$ cat src/rtl/field_pow_pkg.sv
// Shared types and constants for the field exponentiation controller.
//
// Contents:
//   pow_state_t - controller FSM state encoding
//   FIELD_ONE   - multiplicative identity of the field (the value 1)
//   idx_width   - width of a bit-index counter for an n-bit exponent
//
// The field width comes from the global `F_NBITS define. It defaults to 32
// when the build does not supply it.

`ifndef F_NBITS
`define F_NBITS 32
`endif

package field_pow_pkg;

    typedef enum logic [1:0] {
        ST_IDLE = 2'd0,
        ST_SQR  = 2'd1,
        ST_MUL  = 2'd2
    } pow_state_t;

    localparam logic [`F_NBITS-1:0] FIELD_ONE = {{(`F_NBITS-1){1'b0}}, 1'b1};

    // A 1-bit exponent still needs a 1-bit index register.
    function automatic int idx_width(input int n);
        return (n > 1) ? $clog2(n) : 1;
    endfunction

endpackage

$ cat src/rtl/field_pow_msb_find.sv
// Combinational leading-one detector for the exponent.
//
// Ports:
//   val     in  E_NBITS  value to scan
//   msb_idx out IW       index of the highest set bit (0 when val is 0)
//   is_zero out 1        val has no bits set
//
// This block is only instantiated when FIELD_POW_EARLY_EXIT_EN is defined.

`ifndef F_NBITS
`define F_NBITS 32
`endif

module field_pow_msb_find
    import field_pow_pkg::*;
#(
    parameter int E_NBITS = 32,
    parameter int IW      = idx_width(E_NBITS)
) (
    input  logic [E_NBITS-1:0] val,
    output logic [IW-1:0]      msb_idx,
    output logic               is_zero
);

    // The scan runs from low to high, so the last set bit it sees wins.
    always_comb begin
        msb_idx = '0;
        for (int i = 0; i < E_NBITS; i++) begin
            if (val[i]) begin
                msb_idx = IW'(i);
            end
        end
    end

    assign is_zero = (val == '0);

endmodule

$ cat src/rtl/field_pow_ctl.sv
// Field exponentiation controller: c = base^exp, computed left to right by
// square-and-multiply on an external field multiplier.
//
// Ports:
//   clk             in  1        rising-edge clock
//   rst             in  1        asynchronous, active-high reset
//   en              in  1        start strobe (taken only while ready=1)
//   base            in  F        field element, latched with en
//   exp             in  E_NBITS  unsigned exponent, latched with en
//   ready_pulse     out 1        one-cycle completion strobe
//   ready           out 1        idle; en is accepted
//   c               out F        result, held until the next completion
//   mul_en          out 1        one-cycle multiply request
//   mul_a, mul_b    out F        multiplier operands
//   mul_ready_pulse in  1        multiplier done (latency of 1 cycle or more)
//   mul_c           in  F        product, valid with mul_ready_pulse
//
// Configuration macro FIELD_POW_EARLY_EXIT_EN:
//   defined   - scanning starts at the highest set bit of exp. exp=0 completes
//               in the cycle after en and issues no multiplier operations.
//   undefined - scanning always starts at bit E_NBITS-1.
// Both builds produce the same results. Only latency and operation count
// differ between them.
//
// State table:
//   state   | meaning
//   ST_IDLE | waiting for en; ready=1
//   ST_SQR  | squaring acc for the current exponent bit
//   ST_MUL  | multiplying acc by the latched base (current bit is 1)

`ifndef F_NBITS
`define F_NBITS 32
`endif

module field_pow_ctl
    import field_pow_pkg::*;
#(
    parameter int E_NBITS = 32
) (
    input  logic                clk,
    input  logic                rst,
    input  logic                en,
    input  logic [`F_NBITS-1:0] base,
    input  logic [E_NBITS-1:0]  exp,
    output logic                ready_pulse,
    output logic                ready,
    output logic [`F_NBITS-1:0] c,
    output logic                mul_en,
    output logic [`F_NBITS-1:0] mul_a,
    output logic [`F_NBITS-1:0] mul_b,
    input  logic                mul_ready_pulse,
    input  logic [`F_NBITS-1:0] mul_c
);

    localparam int            IW      = idx_width(E_NBITS);
    localparam logic [IW-1:0] TOP_IDX = IW'(E_NBITS - 1);

    pow_state_t          state, state_n;
    logic [IW-1:0]       bit_idx, bit_idx_n;
    logic [`F_NBITS-1:0] base_q, base_n;
    logic [E_NBITS-1:0]  exp_q, exp_n;
    logic [`F_NBITS-1:0] acc, acc_n;
    logic [`F_NBITS-1:0] c_n;
    logic                ready_pulse_n;
    logic                mul_en_n;
    logic [`F_NBITS-1:0] mul_a_n, mul_b_n;

    logic [IW-1:0]       start_idx;
    logic                exp_zero;
    logic                mul_done;
    logic                last_bit;

`ifdef FIELD_POW_EARLY_EXIT_EN
    field_pow_msb_find #(
        .E_NBITS (E_NBITS),
        .IW      (IW)
    ) u_msb_find (
        .val     (exp),
        .msb_idx (start_idx),
        .is_zero (exp_zero)
    );
`else
    assign start_idx = TOP_IDX;
    assign exp_zero  = 1'b0;
`endif

    // A product is taken only while an operation is outstanding and never in
    // the request cycle itself. This masks stray strobes, including one that
    // arrives late from an operation abandoned by reset.
    assign mul_done = (state != ST_IDLE) && !mul_en && mul_ready_pulse;
    assign last_bit = (bit_idx == '0);
    assign ready    = (state == ST_IDLE);

    always_ff @(posedge clk or posedge rst) begin
        if (rst) begin
            state       <= ST_IDLE;
            bit_idx     <= '0;
            base_q      <= '0;
            exp_q       <= '0;
            acc         <= FIELD_ONE;
            c           <= FIELD_ONE;
            ready_pulse <= 1'b0;
            mul_en      <= 1'b0;
            mul_a       <= '0;
            mul_b       <= '0;
        end else begin
            state       <= state_n;
            bit_idx     <= bit_idx_n;
            base_q      <= base_n;
            exp_q       <= exp_n;
            acc         <= acc_n;
            c           <= c_n;
            ready_pulse <= ready_pulse_n;
            mul_en      <= mul_en_n;
            mul_a       <= mul_a_n;
            mul_b       <= mul_b_n;
        end
    end

    // Operands are loaded on entry to SQR/MUL and then left untouched. They
    // therefore stay stable for the whole multiplier transaction. A new acc
    // coming from the multiplier is routed straight from mul_c, so the next
    // request does not wait a cycle for acc to update.
    always_comb begin
        state_n       = state;
        bit_idx_n     = bit_idx;
        base_n        = base_q;
        exp_n         = exp_q;
        acc_n         = acc;
        c_n           = c;
        ready_pulse_n = 1'b0;
        mul_en_n      = 1'b0;
        mul_a_n       = mul_a;
        mul_b_n       = mul_b;

        case (state)
            ST_IDLE: begin
                if (en) begin
                    base_n    = base;
                    exp_n     = exp;
                    acc_n     = FIELD_ONE;
                    bit_idx_n = start_idx;
                    if (exp_zero) begin
                        ready_pulse_n = 1'b1;
                        c_n           = FIELD_ONE;
                    end else begin
                        state_n  = ST_SQR;
                        mul_en_n = 1'b1;
                        mul_a_n  = FIELD_ONE;
                        mul_b_n  = FIELD_ONE;
                    end
                end
            end

            ST_SQR: begin
                if (mul_done) begin
                    acc_n = mul_c;
                    if (exp_q[bit_idx]) begin
                        state_n  = ST_MUL;
                        mul_en_n = 1'b1;
                        mul_a_n  = mul_c;
                        mul_b_n  = base_q;
                    end else if (!last_bit) begin
                        bit_idx_n = bit_idx - IW'(1);
                        mul_en_n  = 1'b1;
                        mul_a_n   = mul_c;
                        mul_b_n   = mul_c;
                    end else begin
                        state_n       = ST_IDLE;
                        ready_pulse_n = 1'b1;
                        c_n           = mul_c;
                    end
                end
            end

            ST_MUL: begin
                if (mul_done) begin
                    acc_n = mul_c;
                    if (!last_bit) begin
                        state_n   = ST_SQR;
                        bit_idx_n = bit_idx - IW'(1);
                        mul_en_n  = 1'b1;
                        mul_a_n   = mul_c;
                        mul_b_n   = mul_c;
                    end else begin
                        state_n       = ST_IDLE;
                        ready_pulse_n = 1'b1;
                        c_n           = mul_c;
                    end
                end
            end

            default: begin
                state_n = ST_IDLE;
            end
        endcase
    end

endmodule

$ cat config.mk
export PLATFORM = sky130hd
export DESIGN_NAME = field_pow_ctl
export DESIGN_NICKNAME = d
export VERILOG_FILES = /design/src/rtl/field_pow_pkg.sv /design/src/rtl/field_pow_msb_find.sv /design/src/rtl/field_pow_ctl.sv
export SDC_FILE = /design/constraint.sdc
export NUM_CORES = 1
export LEC_CHECK = 0
export ABC_AREA = 1
export CORE_MARGIN = 3
export CORE_UTILIZATION = 45
export DETAILED_ROUTE_END_ITERATION = 6
export PLACE_DENSITY = 0.75
export SKIP_LAST_GASP = 1
export SLEW_MARGIN = 20
export SYNTH_ARGS = -nofsm -noshare
export SYNTH_HDL_FRONTEND = slang
export SYNTH_SLANG_ARGS = --single-unit
$ cat constraint.sdc
create_clock -name clk -period 5.6 [get_ports clk]
set_input_delay 0.56 -clock clk [delete_from_list [all_inputs] [get_ports clk]]
set_output_delay 0.56 -clock clk [all_outputs]
set_load 0.05 [all_outputs]
* Yosys cells after proc, flatten, opt, wreduce, memory -nomap -nowiden
Cells that the tools add are included.
** Cells by class
- Add/sub/neg operators :: 1
- $mul :: 0
- Divide/modulo/power cells :: 0
- Magnitude comparators :: 1
- Equality and inequality tests :: 7
- Shift-type cells :: 0
- Muxes and demuxes :: 42
- Bitwise operators :: 0
- Reductions and logical operators :: 13
** Operators with widths (number)
- $mux W32 :: 13
- $pmux W32 S3 :: 2
- $pmux W32 S2 :: 1
- $mux W5 :: 5
- $pmux W5 S3 :: 1
- $reduce_and A4 Y1 :: 3
- $mux W1 :: 11
- $mux W2 :: 5
- $ne A2 B2 Y1 const B :: 4
- $lt A5 B6 Y1 const B :: 1
- $pmux W2 S3 :: 1
- $bmux W1 S5 :: 1
- $logic_not A5 Y1 :: 1
- $reduce_and A5 Y1 :: 1
- $sub A5 B1 Y5 const B :: 1
- $reduce_bool A2 Y1 :: 2
- $ne A3 B3 Y1 const B :: 1
- $pmux W1 S3 :: 1
- $reduce_bool A3 Y1 :: 1
- $eq A2 B1 Y1 const B :: 1
- $eq A2 B2 Y1 const B :: 1
- $logic_and A1 B1 Y1 :: 2
- $logic_not A2 Y1 :: 1
- $pmux W1 S2 :: 1
- other kinds (2) :: 2
** Storage, ports and cells
- Register bits :: 169
- Latch bits :: 0
- Bits in writable memories :: 0
- Memory bits (read-only) :: 0
- Bits of input ports :: 100
- Output and inout bits :: 99
- Logic and storage cells :: 73
- Memories :: 0

* Logic depth before layout (Yosys ltp)
Gate-level depths: netlist of run 1.
- Depth after elaboration :: 5
- Depth in mapped cells :: 17
- Depth with buffers taken out :: 15

* Least setup slack after synthesis of run 1
Ideal clock, no wire load.
- Path type :: reg2reg
- From :: register state[0]
- To :: register mul_a[30]
- Library setup time :: 66 ps
- Arrival :: 2120 ps
- Required time :: 5534 ps
- Slack :: 3414 ps
- Stages on the path, launching flop included :: 13
- Path buffers :: 2
- Clock period less this slack :: 2186 ps
- Cell sequence :: dfrtp_1 -> inv_1 -> ha_1 -> nor2_1 -> nand2_1 -> o21ai_1 -> inv_1 -> nor2_1 -> inv_2 -> clkbuf_1 -> clkbuf_1 -> nand2_1 -> nand2_1
** Between the ends
- Elaborated cells between the ends (all ways) :: 12
- Those cells by class :: eq/ne (5); mux (1); reduce/logical (6)
** RTL lines
- start: declaration :: RTL line field_pow_ctl.sv:58 : pow_state_t state, state_n;
- start signal: assignment :: RTL line field_pow_ctl.sv:107 : state <= state_n;
- $logic_not A2 Y1 (*)
- net ready :: RTL line field_pow_ctl.sv:46 : output logic ready,
- $ne A2 B2 Y1 (no source line) or $reduce_bool A3 Y1 (tied branches)
- $reduce_and A4 Y1 (no source line)
- end signal: assignment :: RTL line field_pow_ctl.sv:115 : mul_a <= mul_a_n;
- end: declaration :: RTL line field_pow_ctl.sv:49 : output logic [`F_NBITS-1:0] mul_a,
The timed path passes the listed nets; every way through them passes the cells marked *.
A chain may end at the register's enable or synchronous reset.

* Worst setup path in the final report of run 1
- From :: register bit_idx[0]
- To :: register c[22]
** Between the ends
- Longest elaborated chain between the ends :: 5
- Elaborated cells between the ends (all ways) :: 10
- Those cells by class :: eq/ne (1); mux (7); reduce/logical (2)
** RTL lines
- start: declaration :: RTL line field_pow_ctl.sv:59 : logic [IW-1:0] bit_idx, bit_idx_n;
- start signal: assignment :: RTL line field_pow_ctl.sv:108 : bit_idx <= bit_idx_n;
- parallel branches: the longest is 5 deep, another holds $bmux W1 S5
- end signal: assignment :: RTL line field_pow_ctl.sv:112 : c <= c_n;
- end: declaration :: RTL line field_pow_ctl.sv:47 : output logic [`F_NBITS-1:0] c,
Several ways; the timed one is not identified. The select of a mux whose other input is x is not followed.

==> results of run 1 <==
[flip-flops by register name, indices dropped and copies added, names as in the netlist]
register / count
base_q: 32
c: 32
exp_q: 32
mul_a: 32
mul_b: 32
bit_idx: 5
state: 2
mul_en: 1
ready_pulse: 1
[worst register-to-register path: cells and delay by family (launching register included)]
| kind | cells | cell delay (ps) |
|---|---|---|
| and+or+nand+nor | 3 | 1830 |
| AOI/OAI and AO/OA | 1 | 400 |
| DFF | 1 | 660 |
| adders and majority gates | 1 | 230 |
| buffers and inverters | 1 | 320 |
[final cells by class]
type | instances | area share, %
timing repair buffer | 209 | 17.7
inverter | 100 | 3.23
sequential | 169 | 35.9
clock inverter | 12 | 0.870
tap | 265 | 2.81
clock buffer | 19 | 3.84
multi-input combinational | 915 | 35.7
[metrics by stage]
| step | total power, mW | std cells |
|---|---|---|
| final | 7.05 | 1689 |
| after floorplan | 4.89 | 1261 |
| after global placement | 5.81 | 1657 |
| after detailed placement | 5.93 | 1658 |
| after global routing | 7.61 | 1689 |
| after CTS | 7.07 | 1689 |
[where the power goes]
part | switching [mW] | internal [mW] | leakage [nW]
clock | 0.490 | 0.629 | 0.266
combinational | 2.74 | 1.26 | 3.54
sequential | 0.270 | 1.66 | 2.11
[final timing paths]
kind | from | endpoint | slack, ps | depth (start not counted)
worst max-delay path | bit_idx[0]$_DFFE_PP0P_ | c[22]$_DFFE_PP0P_ | 2050 | 6
worst min-delay path | c[0]$_DFFE_PP1P_ | c[0]$_DFFE_PP1P_ | 480 | 2
worst max register to register | bit_idx[0]$_DFFE_PP0P_ | c[22]$_DFFE_PP0P_ | 2050 | 6
worst min register to register | c[0]$_DFFE_PP1P_ | c[0]$_DFFE_PP1P_ | 480 | 2
max in group asynchronous | rst | base_q[14]$_DFFE_PP0P_ | 3870 | 3
min in group asynchronous | rst | exp_q[5]$_DFFE_PP0P_ | 640 | 2
[cell families after synthesis]
| kind of cell | Yosys count | synth area share, % |
|---|---|---|
| muxes | 15 | 1.84 |
| adders and majority gates | 6 | 0.819 |
| and+or+nand+nor | 729 | 33.8 |
| AOI/OAI and AO/OA | 162 | 8.85 |
| DFF | 169 | 46.2 |
| xor gates and xnor gates | 3 | 0.287 |
| buffers and inverters | 177 | 8.20 |
[cell usage after synthesis (3+ instances only)]
cell type and n:
nand2_1 431, dfrtp_1 168, nand3_1 143, inv_1 94, nor2_1 85, o21ai_0 71
a21oi_1 56, or2_2 54, clkbuf_1 43, o21ai_1 35, buf_2 19, mux2_2 15
buf_6 8, or2_1 7, buf_1 6, ha_1 6, inv_2 6, nand2_2 3
[layer usage]
metal  GRT usage, %  wire length [µm]  vias up
li1               -                 -     4290
met1           31.8             11100     4051
met2           39.8             12500      297
met3           3.93              1580       39
met4           8.41               661        0
met5              0                 0        -
==> flow_summary.ini, run 1 <==
[setup_path]
timing.critical_path.slowest_stage_cell = nand3_4
worst-endpoint-arrival_ps = 3870
critical_path_class = flop to flop
cp_cell_sequence = inv_2 > ha_1 > nand3_4 > nor3_1 > nand2_4 > o21ai_1
timing.critical_path.required_ps = 5920
critical_path.startpoint_type = flop
worst_setup_ep_type = flop
critical_path_peak_fanout = 98
critical_path_buffers_and_inverters = 1
crit_path_max_incr_delay_ps = 740
path_delay_family = simple AND/OR/NAND/NOR gates

[clock_network]
cts_max_path_buffers = 2
clock_tree_from_tritoncts = built
clock-root-buffer = clkbuf_16
tritoncts.num_buffers = 17
cts_repair_resize_count = 0
clock_sinks = 169
h_tree_depth = 4
path_clk_slew_ps = 60
cts_hold_buffers = 0
cts_setup_buffers = 0
clk_latency_worst_skew_pair_ps = 430

[logic_synthesis]
synthDominantCellAreaShare_pct = 45.9
ys_ff_latch = 169
postSynthCellCount = 1261
synth-main-ff-cell = dfrtp_1
synthesis.area_per_instance_um2 = 7.27
synth_area_leaders = dfrtp_1 (46%), nand2_1 (18%), nand3_1 (7.8%), o21ai_0 (3.9%), inv_1 (3.8%)
synth_cell_type_count = 27
area_of_the_mapped_netlist_um2 = 9170
synth.yosys.warnings = 0
synth.yosys.seq_area_share_pct = 46.2
netlist.top_cell.by_area = dfrtp_1
synth-async-reset-ratio_pct = 100
synthesis.nets = 1367
synth_edf_count = 0

[timing]
timing.hold.ws_ps = 478
timing.slew.headroom_pct = 33.6
finClkSkew_ps = 7.79
fin_setup_tns_ps = 0
rsz_0062_raised_after_global_routing = no
period_share_pct = 63.4
hold_viol_final = 0
timing.final.setup_violations = 0
timing.final.crit_period_ps = 3550
maxSlewViolCount = 0
max_slew.worst_pin.slew_ps = 997
max_freq_ghz = 0.282
postLayoutSetupSlackWorst_ps = 2050

[drt]
postRouteWirelength_mm = 25.9
antenna_violating_nets_post_route = 0
vias_per_cell = 5.14
detail_route.iter0.violations = 668
post-route-drc-count = 0
vias = 8677
dr.pass1.iters = 5
routedWlPerCell_um = 15.3

[cells_and_area]
seqCellArea_um2 = 4230
num_antenna_cells = 0
finish.net_count = 1518
multi_input_comb_area_um2 = 4210
final_area_um2 = 11800
postLayoutCoreUtil_pct = 59.8
final_layout_size_suffix_gt1_share_pct = 9.06
mostFrequentLayoutCells = nand2_1 (430), clkdlybuf4s50_1 (198), dfrtp_1 (168)
fillCellCount = 1765
final_common_cell = nand2_1
area_delta_synth_final_pct = 28.6

[place]
dpl_worst_slack_ps = 2130
dpl_cell_area_um2 = 11200
routabilityCongestion = 0.791
io_buffers = 198
detailedPlacementHpwl_mm = 16.7

[floorplanning]
chipHeight_um = 149
fp-row-count = 51
pin_count = 199
fp.dieW_um = 149
floorplan.die_area_um2 = 22100
effective_utilization_at_floorplan_pct = 46.5
fp.coreArea_um2 = 19700

[global_route]
groute.usage.overall_pct = 23.9
grt-ovfl-total = 0
grt_antenna_before_repair = 0
maximum_number_of_pins_on_one_net_before_global_route_repair = 99
grt_first_pass_wirelength_mm = 42.8
grt_pass1_vias = 8520

[run_status]
run_status = finished, final reports clean

[flow_run]
cap_violations = 0

[pwr]
max-vdd-ir-drop_mv = 0.352
power.density_nw_per_um2 = 598
leakage_power_nw = 5.92

[hold_path]
worst_hold_path_type = flop to flop
Power figures use the tool's default switching activity.
==> run 2: changes to the inputs <==
- clock period: 5.6 -> 3.7 ns (I/O delays scaled with it)
==> run 2 against run 1 <==
Sequential power rose by 50%. Routed wire length rose by 0.80%. Critical endpoint is now c[6]$_DFFE_PP0P_. Die area did not move. Via count rose by 0.21%. Core utilization rose by 0.90 points. Critical path type unchanged. Combinational power rose by 53%. Sequential share of layout area fell by 0.53 points. Largest power group unchanged. Fmax rose by 33%.
==> flow_summary.ini, run 2 (synthesis results as in run 1) <==
[global_route]
grt-ovfl-total = 0
groute.usage.overall_pct = 23.6
grt_antenna_before_repair = 1
maximum_number_of_pins_on_one_net_before_global_route_repair = 88
grt_first_pass_wirelength_mm = 42.1
grt_pass1_vias = 8335

[cells_and_area]
seqCellArea_um2 = 4230
area_delta_synth_final_pct = 30.6
final_common_cell = nand2_1
layoutNonFillerInstCount = 1696
multi_input_comb_area_um2 = 4210
finish.net_count = 1523
final_layout_size_suffix_gt1_share_pct = 9.30
final_area_um2 = 12000
postLayoutCoreUtil_pct = 60.7
mostFrequentLayoutCells = nand2_1 (430), clkdlybuf4s50_1 (198), dfrtp_1 (168)
fillCellCount = 1783

[clock_network]
clock_sinks = 169
cts_hold_buffers = 0
cts_repair_resize_count = 0
clock-root-buffer = clkbuf_16
tritoncts.num_buffers = 17
cts_setup_buffers = 0
cts_max_path_buffers = 2
clock_tree_from_tritoncts = built
h_tree_depth = 4
clk_latency_worst_skew_pair_ps = 430
path_clk_slew_ps = 60

[drt]
detailroute.wirelength.met3_mm = 1.78
postRouteWirelength_mm = 26.1
detail_route.wirelength.met1_mm = 11.2
met2WireLength_mm = 12.6
post-route-drc-count = 0
routedWlPerCell_um = 15.4
dr.pass1.iters = 5
antenna_violating_nets_post_route = 0
vias = 8695
detail_route.iter0.violations = 763
highest-signal-layer = met4
vias_per_cell = 5.13

[setup_path]
reg2reg_depth = 7
timing.critical_path.slowest_stage_cell = dfrtp_1
worst-endpoint-arrival_ps = 2960
cp_cell_sequence = inv_2 > ha_1 > nand3_4 > nor3_1 > nand2_4 > nand2_1 > o21ai_1
timing.critical_path.to = c[6]$_DFFE_PP0P_
critical_path.startpoint_type = flop
timing.critical_path.required_ps = 3990
crit_path_max_incr_delay_ps = 540
critical_path_class = flop to flop
critical_path_buffers_and_inverters = 1
worst_setup_ep_type = flop
path_delay_family = simple AND/OR/NAND/NOR gates
regToRegEndpoint = c[6]$_DFFE_PP0P_
critical_path_peak_fanout = 64
worstReg2RegStart = bit_idx[0]$_DFFE_PP0P_
regToRegSetupSlack_ps = 1030
cp.depth = 7
critical_path_launch_point = bit_idx[0]$_DFFE_PP0P_

[timing]
finClkSkew_ps = 11.9
max_slew.worst_pin.slew_ps = 917
postLayoutSetupSlackWorst_ps = 1030
timing.slew.headroom_pct = 38.8
timing.final.crit_period_ps = 2670
maxSlewViolCount = 0
rsz_0062_raised_after_global_routing = no
timing.final.setup_violations = 0
fin_setup_tns_ps = 0
max_freq_ghz = 0.374
period_share_pct = 72.2
hold_viol_final = 0
timing.hold.ws_ps = 462

[place]
detailedPlacementHpwl_mm = 16.9
dp_cells = 1663
dpl_worst_slack_ps = 1050
routabilityCongestion = 0.835
io_buffers = 198
dpl_cell_area_um2 = 11300

[flow_run]
cap_violations = 0

[pwr]
total_power_mw = 11.0
leakage_power_nw = 6.00
power.density_nw_per_um2 = 921
max-vdd-ir-drop_mv = 0.869

[floorplanning]
pin_count = 199
chipHeight_um = 149
fp.dieW_um = 149
fp.coreArea_um2 = 19700
fp-row-count = 51
floorplan.die_area_um2 = 22100
effective_utilization_at_floorplan_pct = 46.5

[run_status]
run_status = finished, final reports clean

[hold_path]
worst_hold_path_type = primary input to asynchronous set/reset pin
==> run 2: changes by cell type in the layout (fill, tap and decap cells not counted), moves of 2 or more <==
cell,before,now
buf_4,10,12
clkinv_2,5,1
buf_12,0,4
bufinv_16,1,5
clkinvlp_4,4,1
clkinv_4,2,4
clkbuf_1,0,2
==> run 2: layout make-up <==
cell class | count | area share [%]
repair buffers | 214 | 18.0
flip-flops and latches | 169 | 35.3
inverters | 100 | 3.17
multi-input cells | 915 | 35.2
clock inverters | 10 | 1.59
clock buffers | 22 | 3.96
well taps | 265 | 2.77
diodes | 1 | 0.0209
==> run 2: where the power goes <==
part	switching, mW	internal, mW	leakage, nW	total [mW]
clock	0.742	1.26	0.324	2.00
combinational	4.19	1.94	3.57	6.13
sequential	0.376	2.51	2.11	2.89
total	5.30	5.71	6.00	11.0
==> run 2: worst min-delay path by stage <==
| stage | endpoint | slack (ps) | cells after the start |
|---|---|---|---|
| 3_5_place_dp | c[28]$_DFFE_PP0P_ | 480 | 2 |
| 3_3_place_gp | c[0]$_DFFE_PP1P_ | 460 | 2 |
| 6_report | exp_q[5]$_DFFE_PP0P_ | 460 | 2 |
| 5_1_grt | exp_q[9]$_DFFE_PP0P_ | 510 | 2 |
| 2_1_floorplan | bit_idx[4]$_DFFE_PP0P_ | 470 | 2 |
| 4_1_cts | exp_q[9]$_DFFE_PP0P_ | 490 | 2 |
==> run 2: layer usage <==
| layer | global-route usage [%] | up-vias |
|---|---|---|
| met3 | 5.18 | 34 |
| met2 | 39.7 | 285 |
| met4 | 7.07 | 0 |
| li1 | - | 4298 |
| met5 | 0 | - |
| met1 | 30.7 | 4078 |
